<file path="src/rtl/fetch_pkg.sv">
`default_nettype none
// +----------------------------------------------------------------------+
// | fetch_pkg : shared widths, encodings and FSM states of fetch stage   |
// | Revision  : 1.0                                                      |
// +----------------------------------------------------------------------+
package fetch_pkg;

  localparam int XLEN       = 32;
  localparam int INST_BYTES = 4;
  localparam logic [XLEN-1:0] NOP_INST = 32'h0000_0013;

  typedef enum logic [1:0] {
    IDLE    = 2'd0,
    WAIT    = 2'd1,
    DISCARD = 2'd2
  } fetch_state_e;

  function automatic logic [XLEN-1:0] word_align(input logic [XLEN-1:0] a);
    return {a[XLEN-1:2], 2'b00};
  endfunction

endpackage
`default_nettype wire

</file>
<file path="src/rtl/fetch_unit_if.sv">
`default_nettype none
// +----------------------------------------------------------------------+
// | fetch_unit_if : imem req/ack bus, instruction stream and redirect    |
// | Revision      : 1.0                                                  |
// +----------------------------------------------------------------------+
interface fetch_unit_if;
  import fetch_pkg::*;

  logic            redirect;
  logic [XLEN-1:0] redirect_pc;
  logic            imem_req;
  logic [XLEN-1:0] imem_addr;
  logic            imem_ack;
  logic [XLEN-1:0] imem_rdata;
  logic            inst_valid;
  logic [XLEN-1:0] inst;
  logic [XLEN-1:0] inst_pc;
  logic            inst_ready;

  modport master (
    input  redirect, redirect_pc, imem_ack, imem_rdata, inst_ready,
    output imem_req, imem_addr, inst_valid, inst, inst_pc
  );

  modport slave (
    output redirect, redirect_pc, imem_ack, imem_rdata, inst_ready,
    input  imem_req, imem_addr, inst_valid, inst, inst_pc
  );

endinterface
`default_nettype wire

</file>
<file path="src/rtl/fetch_fifo.sv">
`default_nettype none
// +----------------------------------------------------------------------+
// | fetch_fifo : prefetch queue of {pc, inst} with flush and count       |
// | Revision   : 1.0                                                     |
// +----------------------------------------------------------------------+
module fetch_fifo
  import fetch_pkg::*;
#(
  parameter int DEPTH = 4
) (
  input  logic                   clock,
  input  logic                   reset,
  input  logic                   flush,
  input  logic                   push,
  input  logic [XLEN-1:0]        push_pc,
  input  logic [XLEN-1:0]        push_inst,
  input  logic                   pop,
  output logic [$clog2(DEPTH):0] count,
  output logic [XLEN-1:0]        head_pc,
  output logic [XLEN-1:0]        head_inst
);

  localparam int AW = $clog2(DEPTH);
  localparam logic [AW:0] ONE    = (AW+1)'(1);
  localparam logic [AW:0] FULL_C = (AW+1)'(DEPTH);

  logic [AW-1:0]   wr_ptr;
  logic [AW-1:0]   rd_ptr;
  logic [XLEN-1:0] pc_mem   [DEPTH];
  logic [XLEN-1:0] inst_mem [DEPTH];
  logic            empty;
  logic            full;
  logic            do_push;
  logic            do_pop;

  assign empty   = (count == '0);
  assign full    = (count == FULL_C);
  assign do_pop  = pop & ~empty;
  assign do_push = push & (~full | do_pop);

  always_ff @(posedge clock or negedge reset) begin
    if (!reset) begin
      wr_ptr <= '0;
      rd_ptr <= '0;
      count  <= '0;
    end else if (flush) begin
      wr_ptr <= '0;
      rd_ptr <= '0;
      count  <= '0;
    end else begin
      if (do_push) wr_ptr <= wr_ptr + 1'b1;
      if (do_pop)  rd_ptr <= rd_ptr + 1'b1;
      unique case ({do_push, do_pop})
        2'b10:   count <= count + ONE;
        2'b01:   count <= count - ONE;
        default: count <= count;
      endcase
    end
  end

  // Storage needs no reset: count gates every read of it.
  always_ff @(posedge clock) begin
    if (do_push && !flush) begin
      pc_mem[wr_ptr]   <= push_pc;
      inst_mem[wr_ptr] <= push_inst;
    end
  end

  assign head_pc   = empty ? '0       : pc_mem[rd_ptr];
  assign head_inst = empty ? NOP_INST : inst_mem[rd_ptr];

endmodule
`default_nettype wire

</file>
<file path="src/rtl/fetch_unit.sv">
`default_nettype none
// +----------------------------------------------------------------------+
// | fetch_unit : imem request FSM feeding a prefetch queue, with redirect|
// | Revision   : 1.0                                                     |
// +----------------------------------------------------------------------+
module fetch_unit
  import fetch_pkg::*;
#(
  parameter logic [XLEN-1:0] RESET_PC = 32'h0000_0000,
  parameter int              DEPTH    = 4
) (
  input  logic         clock,
  input  logic         reset,
  fetch_unit_if.master bus
);

  localparam int CW = $clog2(DEPTH) + 1;
  localparam logic [CW-1:0] ONE     = CW'(1);
  localparam logic [CW-1:0] DEPTH_C = CW'(DEPTH);

  fetch_state_e    state, state_next;
  logic            req, req_next;
  logic [XLEN-1:0] addr, addr_next;
  logic [XLEN-1:0] fetch_pc, pc_next;
  logic [CW-1:0]   count, count_after;
  logic            complete, push, pop, head_valid, space;
  logic [XLEN-1:0] target, pc_plus, resume_pc;
  logic [XLEN-1:0] head_pc, head_inst;

  assign complete   = req & bus.imem_ack;
  assign target     = word_align(bus.redirect_pc);
  assign head_valid = (count != '0);
  assign push       = complete & (state == WAIT) & ~bus.redirect;
  assign pop        = head_valid & bus.inst_ready & ~bus.redirect;
  assign pc_plus    = fetch_pc + XLEN'(INST_BYTES);
  assign resume_pc  = bus.redirect ? target : fetch_pc;

  // Occupancy as it will be after this edge; issuing needs a free slot then.
  always_comb begin
    count_after = count;
    if (bus.redirect) begin
      count_after = '0;
    end else begin
      unique case ({push, pop})
        2'b10:   count_after = count + ONE;
        2'b01:   count_after = count - ONE;
        default: count_after = count;
      endcase
    end
  end

  assign space = (count_after < DEPTH_C);

  always_comb begin
    state_next = state;
    req_next   = req;
    addr_next  = addr;
    pc_next    = fetch_pc;
    unique case (state)
      IDLE: begin
        if (bus.redirect) begin
          pc_next    = target;
          req_next   = 1'b1;
          addr_next  = target;
          state_next = WAIT;
        end else if (space) begin
          req_next   = 1'b1;
          addr_next  = fetch_pc;
          state_next = WAIT;
        end
      end
      WAIT: begin
        if (bus.redirect) begin
          pc_next = target;
          if (complete) begin
            addr_next = target;
          end else begin
            state_next = DISCARD;
          end
        end else if (complete) begin
          pc_next = pc_plus;
          if (space) begin
            addr_next = pc_plus;
          end else begin
            req_next   = 1'b0;
            state_next = IDLE;
          end
        end
      end
      DISCARD: begin
        if (bus.redirect) pc_next = target;
        if (complete) begin
          if (space) begin
            addr_next  = resume_pc;
            state_next = WAIT;
          end else begin
            req_next   = 1'b0;
            state_next = IDLE;
          end
        end
      end
      default: begin
        req_next   = 1'b0;
        state_next = IDLE;
      end
    endcase
  end

  always_ff @(posedge clock or negedge reset) begin
    if (!reset) begin
      state    <= IDLE;
      req      <= 1'b0;
      addr     <= RESET_PC;
      fetch_pc <= RESET_PC;
    end else begin
      state    <= state_next;
      req      <= req_next;
      addr     <= addr_next;
      fetch_pc <= pc_next;
    end
  end

  fetch_fifo #(
    .DEPTH (DEPTH)
  ) u_fifo (
    .clock     (clock),
    .reset     (reset),
    .flush     (bus.redirect),
    .push      (push),
    .push_pc   (addr),
    .push_inst (bus.imem_rdata),
    .pop       (pop),
    .count     (count),
    .head_pc   (head_pc),
    .head_inst (head_inst)
  );

  assign bus.imem_req   = req;
  assign bus.imem_addr  = addr;
  assign bus.inst_valid = head_valid;
  assign bus.inst       = head_inst;
  assign bus.inst_pc    = head_pc;

endmodule
`default_nettype wire

</file>
<file path="src/flat_wrapper.sv">
// flat-port wrapper written by rule: the top's interface ports become plain ports
module fetch_unit_flat import fetch_pkg::*;
#(
  parameter logic [XLEN-1:0] RESET_PC = 32'h0000_0000,
  parameter int              DEPTH    = 4
)
  (clock, reset, bus_redirect, bus_redirect_pc, bus_imem_ack, bus_imem_rdata, bus_inst_ready, bus_imem_req, bus_imem_addr, bus_inst_valid, bus_inst, bus_inst_pc);
  fetch_unit_if bus_i ();
  input  logic clock;
  input  logic reset;
  input wire logic [$bits(bus_i.redirect)-1:0] bus_redirect;
  input wire logic [$bits(bus_i.redirect_pc)-1:0] bus_redirect_pc;
  input wire logic [$bits(bus_i.imem_ack)-1:0] bus_imem_ack;
  input wire logic [$bits(bus_i.imem_rdata)-1:0] bus_imem_rdata;
  input wire logic [$bits(bus_i.inst_ready)-1:0] bus_inst_ready;
  output wire logic [$bits(bus_i.imem_req)-1:0] bus_imem_req;
  output wire logic [$bits(bus_i.imem_addr)-1:0] bus_imem_addr;
  output wire logic [$bits(bus_i.inst_valid)-1:0] bus_inst_valid;
  output wire logic [$bits(bus_i.inst)-1:0] bus_inst;
  output wire logic [$bits(bus_i.inst_pc)-1:0] bus_inst_pc;
  assign bus_i.redirect = bus_redirect;
  assign bus_i.redirect_pc = bus_redirect_pc;
  assign bus_i.imem_ack = bus_imem_ack;
  assign bus_i.imem_rdata = bus_imem_rdata;
  assign bus_i.inst_ready = bus_inst_ready;
  assign bus_imem_req = bus_i.imem_req;
  assign bus_imem_addr = bus_i.imem_addr;
  assign bus_inst_valid = bus_i.inst_valid;
  assign bus_inst = bus_i.inst;
  assign bus_inst_pc = bus_i.inst_pc;
  fetch_unit #(.RESET_PC(RESET_PC), .DEPTH(DEPTH)) u_core (.clock(clock), .reset(reset), .bus(bus_i));
endmodule
</file>
<file path="config.mk">
export PLATFORM = sky130hd
export DESIGN_NAME = fetch_unit_flat
export DESIGN_NICKNAME = d
export VERILOG_FILES = /design/src/rtl/fetch_pkg.sv /design/src/rtl/fetch_unit_if.sv /design/src/rtl/fetch_fifo.sv /design/src/rtl/fetch_unit.sv /design/src/flat_wrapper.sv
export SDC_FILE = /design/constraint.sdc
export NUM_CORES = 1
export LEC_CHECK = 0
export ABC_AREA = 1
export CORE_ASPECT_RATIO = 0.5
export CORE_MARGIN = 2
export CORE_UTILIZATION = 57
export DETAILED_ROUTE_END_ITERATION = 8
export HOLD_SLACK_MARGIN = 0.15
export PLACE_DENSITY_LB_ADDON = 0.3
export SYNTH_ARGS = -nofsm -noshare
export SYNTH_HDL_FRONTEND = slang
export SYNTH_HIERARCHICAL = 1
export SYNTH_SLANG_ARGS = --single-unit
</file>
<file path="constraint.sdc">
create_clock -name clock -period 6.71 [get_ports clock]
set_input_delay 1.0065 -clock clock [delete_from_list [all_inputs] [get_ports clock]]
set_output_delay 1.0065 -clock clock [all_outputs]
set_load 0.02 [all_outputs]
</file>
# Word-level counts from Yosys, hierarchy flattened

Memory sizes are Yosys's and may differ from the RTL's.
Cells that the tools add are included.

Flip-flop bits (word level): 74
Bits in writable memories: 256
Input bits: 69
Logic and storage cells: 97
Memories: 2

Memory list:

| memory                 | words | bits a word | read ports | clocked after memory_dff | wr ports | line             | RTL |
|---|---|---|---|---|---|---|---|
| u_core.u_fifo.inst_mem | 4     | 32          | 1          | 0                        | 1        | fetch_fifo.sv:30 | `logic [XLEN-1:0] inst_mem [DEPTH];` |
| u_core.u_fifo.pc_mem   | 4     | 32          | 1          | 0                        | 1        | fetch_fifo.sv:29 | `logic [XLEN-1:0] pc_mem [DEPTH];` |

$add $sub $neg: 5
$lt $le $gt $ge: 1
Eq/ne operators: 16
Muxes and demuxes: 40
Bitwise gates (word level): 11
Reductions and logical operators: 15

Operators with widths:

| cell                                                                     | number |
|---|---|
| 32-bit two-way mux                                                       | 13 |
| 32-bit one-hot mux with 3 select lines                                   | 1 |
| 32-bit one-hot mux with 2 select lines                                   | 1 |
| 32-bit by 3-bit adder with 32-bit output (second input constant)         | 1 |
| 2-bit two-way mux                                                        | 11 |
| 3-bit one-hot mux with 2 select lines                                    | 2 |
| 3-bit by 2-bit inequality test with 1-bit output (second input constant) | 3 |
| 3-bit nonzero test                                                       | 3 |
| 1-bit two-way mux                                                        | 8 |
| 1-bit AND                                                                | 7 |
| 2-bit by 1-bit == test with 1-bit output (second input constant)         | 3 |
| 2-bit == test (second input constant)                                    | 3 |
| 3-bit two-way mux                                                        | 2 |
| 2-bit by 1-bit inequality test with 1-bit output (second input constant) | 3 |
| 3-bit inequality test (second input constant)                            | 2 |
| 2-bit one-hot mux with 3 select lines                                    | 1 |
| 6-bit AND reduction                                                      | 1 |
| 2-bit nonzero test                                                       | 3 |
| 5-bit AND reduction                                                      | 1 |
| 2-bit by 1-bit adder with 2-bit output (second input constant)           | 2 |
| 2-bit AND reduction                                                      | 2 |
| 3-bit by 1-bit adder with 3-bit output (second input constant)           | 1 |
| 3-bit == test (second input constant)                                    | 1 |
| 3-bit zero test                                                          | 1 |
| 10 further kinds                                                         | 12 |

# Logic depth before layout (Yosys ltp)

Word-level depth: 11
Depth in mapped cells: 22
Gate-level depth less buffers: 21

# Hierarchy

Netlist, hierarchy kept.

Modules (own cells, without submodules):

| module     | instances | cells an instance | area an instance (µm²) | sequential area each (µm²) |
|---|---|---|---|---|
| fetch_fifo | 1         | 815               | 10351.2                | 7862.5 |
| fetch_unit | 1         | 748               | 4934.7                 | 1676.6 |

# Worst setup path before layout

No wires, ideal clock.

Kind: in2reg
From: in bus_redirect
To: mem u_core.u_fifo.inst_mem[0][0] (enable)
Setup time: 487 ps
Arrival time: 4871 ps
Slack: 1353 ps
Cell stages on the path: 9
Buffers on the path: 3
Path through: inv_1 -> buf_2 -> buf_2 -> nand2_1 -> nor2_1 -> o21ai_1 -> or2_1 -> buf_2 -> nor2_1

Longest elaborated chain between the ends: 8
Elaborated cells between the ends (all ways): 10

Ends and longest elaborated chain:

| item                                    | line               | RTL |
|---|---|---|
| start, declared                         | flat_wrapper.sv:11 | `input wire logic [$bits(bus_i.redirect)-1:0] bus_redirect;` |
| 1-bit inverter                          | fetch_unit.sv:34   | `assign pop = head_valid & bus.inst_ready & ~bus.redirect;` |
| 1-bit AND                               | fetch_unit.sv:34   |  |
| net u_core.pop                          | fetch_unit.sv:26   | `logic complete, push, pop, head_valid, space;` |
| 1-bit AND                               | fetch_fifo.sv:38   | `assign do_pop = pop & ~empty;` |
| 1-bit bitwise OR                        | fetch_fifo.sv:39   | `assign do_push = push & (~full \| do_pop);` |
| 1-bit AND                               | fetch_fifo.sv:39   |  |
| 1-bit logical AND                       | fetch_fifo.sv:63   | `if (do_push && !flush) begin` |
| 1-bit two-way mux                       | fetch_fifo.sv:63   |  |
| 1-bit two-way mux (not written as such) | fetch_fifo.sv:65   | `inst_mem[wr_ptr] <= push_inst;` |
| end, declared                           | fetch_fifo.sv:30   |  |

The timed path passes the listed nets, and every way through them passes these cells.

# Final worst setup path

From: reg u_core.u_fifo.rd_ptr[1]
To: out bus_inst_pc[13]

Longest elaborated chain between the ends: 2

Ends and longest elaborated chain:

| item                   | line               | RTL |
|---|---|---|
| start, declared        | fetch_fifo.sv:28   | `logic [AW-1:0] rd_ptr;` |
| start signal, assigned | fetch_fifo.sv:52   | `if (do_pop) rd_ptr <= rd_ptr + 1'b1;` |
| memory read 4 x 32 bit | n/a                |  |
| 32-bit two-way mux     | fetch_fifo.sv:69   | `assign head_pc = empty ? '0 : pc_mem[rd_ptr];` |
| end, declared          | flat_wrapper.sv:20 | `output wire logic [$bits(bus_i.inst_pc)-1:0] bus_inst_pc;` |

Every way passes these cells.

==> metrics.txt <==
Pwr per Cell Area 411 nW/um^2; die area 28200 um^2; part of the cycle the worst path needs 69.6%; Overflow after GRT 0; Placed Area 17000 um^2; most frequent cell after synthesis nor2_1; Tot Pwr 0.00736 W; Hold WS 505 ps; via count 11.8k; CP arrival 3660 ps; Reg clk slew, reported paths 70 ps; layout cells sized above 1 7.31%; leakage 6.76 nW; CTS tree done; Ys Warns 6; Slew @ Worst Pin 1140 ps; Core Rows 42; EDFF count, synth 256; Area Overhead vs Synth 17.3%; CTS buffer count 29; cell taking the most area after synthesis edfxtp_1; Mapped Avg Cell Area 9.78 um^2; worst path required time 5700 ps; crit-path max FO 65; H-tree levels 1; Peak Freq 0.214 GHz; asr flop ratio synth 22.4%; Cell Area, Synth 15300 um^2; VDD IR-drop max 0.227 mV; Pre-antenna DRT Iters 5; Distinct cells, synth 40; Layout Skew 10.2 ps; I/O pins 167; hold crit path type flip-flop to flip-flop; Crit Path Class flip-flop to output pin; die width 236 um; worst relative slew slack 24.1%; clock sinks 330; crit start category flip-flop; area share of the largest cell type after synthesis 50.3%; Antenna Cells 0; Routed WL 37.6 mm; Avg WL per Cell 18.2 um; DR vias/cell 5.72; RSZ-0062 raised after global routing no; CP Capture Type output pin; Final Slew Violations 0; Final Wtd Congestion 0.878; die height 120 um; top post-synthesis cells by count nor2_1 (327), nand2_1 (268), edfxtp_1 (256); setup bufs post-CTS 0; syn_nets 1644; largest net degree at the start of global routing 109; CTS Hold Buffers Added 0; Design Area, Final 17900 um^2; top post-synthesis cells by area edfxtp_1 (50%), dfrtp_1 (12%), nor2_1 (8.0%); non-filler cells, final 2063; gr usage total 26.5%; final setup violating endpoints 0; initial antenna violation count 0; post-CTS resize count 0; clk root buf clkbuf_16; first-pass GRT wire length 58.8 mm; Gate Count Post-Synth 1563; Main synth FF type edfxtp_1; I/O Buffers 164; outcome completed; core area 26400 um^2; Worst-Skew Late Latency 570 ps; deepest clock path buffer count 3; reported max-cap violation count 0; DRC 0; Antenna Nets Post-Route 0; initial drt markers 1278; final hold vios 0; vias in the first global route 11.4k; hpwl dp 22.7 mm; crit path time final 4670 ps; Placed Instances 2010; Final TNS setup 0 ps; Final #Nets 1770; Layout fillers 1912; Initial Utilization 57.9%; Seq/Total Area, Yosys 62.4%; number of synthesized register bits 330
## worst max-delay path: stages, from the launching register on
cell and delay [ps]:
dfrtp_2 340, buf_4 650, inv_2 410, buf_4 450, nor2_1 180, o21ai_0 110, a21oi_1 240, clkdlybuf4s50_1 650
## layout make-up
class	count	area, um^2	area share (%)
clock inverters	18	155	0.865
inverters	76	287	1.60
multi-input cells	1073	4980	27.8
clock buffers	35	758	4.23
well taps	352	440	2.46
repair buffers	179	1770	9.87
flip-flops and latches	330	9540	53.2
## metrics by stage
step | worst slack, ps | util, %
2_1_floorplan | 1350 | -
3_3_place_gp | 2420 | 64.5
3_5_place_dp | 2320 | 64.5
4_1_cts | 2020 | 68.0
5_1_grt | 1840 | 68.0
6_report | 2040 | 68.0
## worst paths after layout
| kind | startpoint | to | slack [ps] | depth (start not counted) |
|---|---|---|---|---|
| setup / recovery | u_core/u_fifo/rd_ptr[1] | bus_inst_pc[13] | 2040 | 7 |
| max in group asynchronous | reset | u_core/u_fifo/rd_ptr[0] | 5300 | 2 |
| min in group asynchronous | reset | u_core/fetch_pc[7] | 690 | 2 |
| hold reg to reg | u_core/bus.imem_req | u_core/bus.imem_req | 510 | 2 |
| setup reg to reg | u_core/state[1] | u_core/bus.imem_addr[24] | 2440 | 22 |
| hold / removal | u_core/bus.imem_req | u_core/bus.imem_req | 510 | 2 |
## logic make-up (layout without fill, tap and decap cells)
group                    Yosys count  count (layout)  synth area share [%]
flip-flops                       330             330                  62.4
AO/OA/AOI/OAI                    335             335                  11.6
XOR/XNOR                           1               1                0.0573
adder cells (fa/ha/maj)           12              12                  1.03
AND/OR/NAND/NOR                  721             721                  19.5
multiplexers                       4               4                 0.262
buffers and inverters            160             308                  5.22
## cell usage in the layout, fill, tap and decap left out, drive strengths merged
cell | Yosys | routed
dfrtp | 74 | 74
clkbuf | 24 | 35
nand4 | 9 | 9
bufinv | 0 | 2
nor2 | 338 | 338
mux2i | 4 | 4
o211ai | 2 | 2
o311ai | 3 | 3
clkinv | 1 | 16
nand2 | 286 | 286
edfxtp | 256 | 256
or2 | 7 | 7
o21bai | 1 | 1
fa | 1 | 1
nand3 | 75 | 75
a22oi | 2 | 2
a21boi | 3 | 3
o22ai | 5 | 5
clkdlybuf4s50 | 0 | 162
nor3 | 5 | 5
inv | 75 | 76
xnor2 | 1 | 1
buf | 60 | 17
ha | 11 | 11
nand3b | 1 | 1
o21ai | 214 | 214
a21oi | 105 | 105
## power by group
group,switching [W],total [W],internal (W)
logic,0.00184,0.00287,0.00102
clock network,0.000741,0.00163,0.000887
registers,0.000335,0.00287,0.00253
total,0.00292,0.00736,0.00445
## routing by layer
| layer | GRT usage, % | up-vias | wire length [um] |
|---|---|---|---|
| met5 | 0 | - | 0 |
| met4 | 7.76 | 0 | 884 |
| met2 | 45.0 | 486 | 18300 |
| met1 | 35.7 | 5671 | 15800 |
| met3 | 4.28 | 81 | 2620 |
| li1 | - | 5562 | - |
## sequential cells by signal, indices dropped and copies added (netlist names)
signal,cells
u_core/fetch_pc,32
u_core/u_fifo/wr_ptr,2
u_core/u_fifo/pc_mem,128
u_core/bus.imem_req,1
u_core/u_fifo/inst_mem,128
u_core/u_fifo/rd_ptr,2
u_core/bus.imem_addr,32
u_core/state,2
u_core/u_fifo/count,3
No activity file was read; power rests on OpenSTA's default activity.
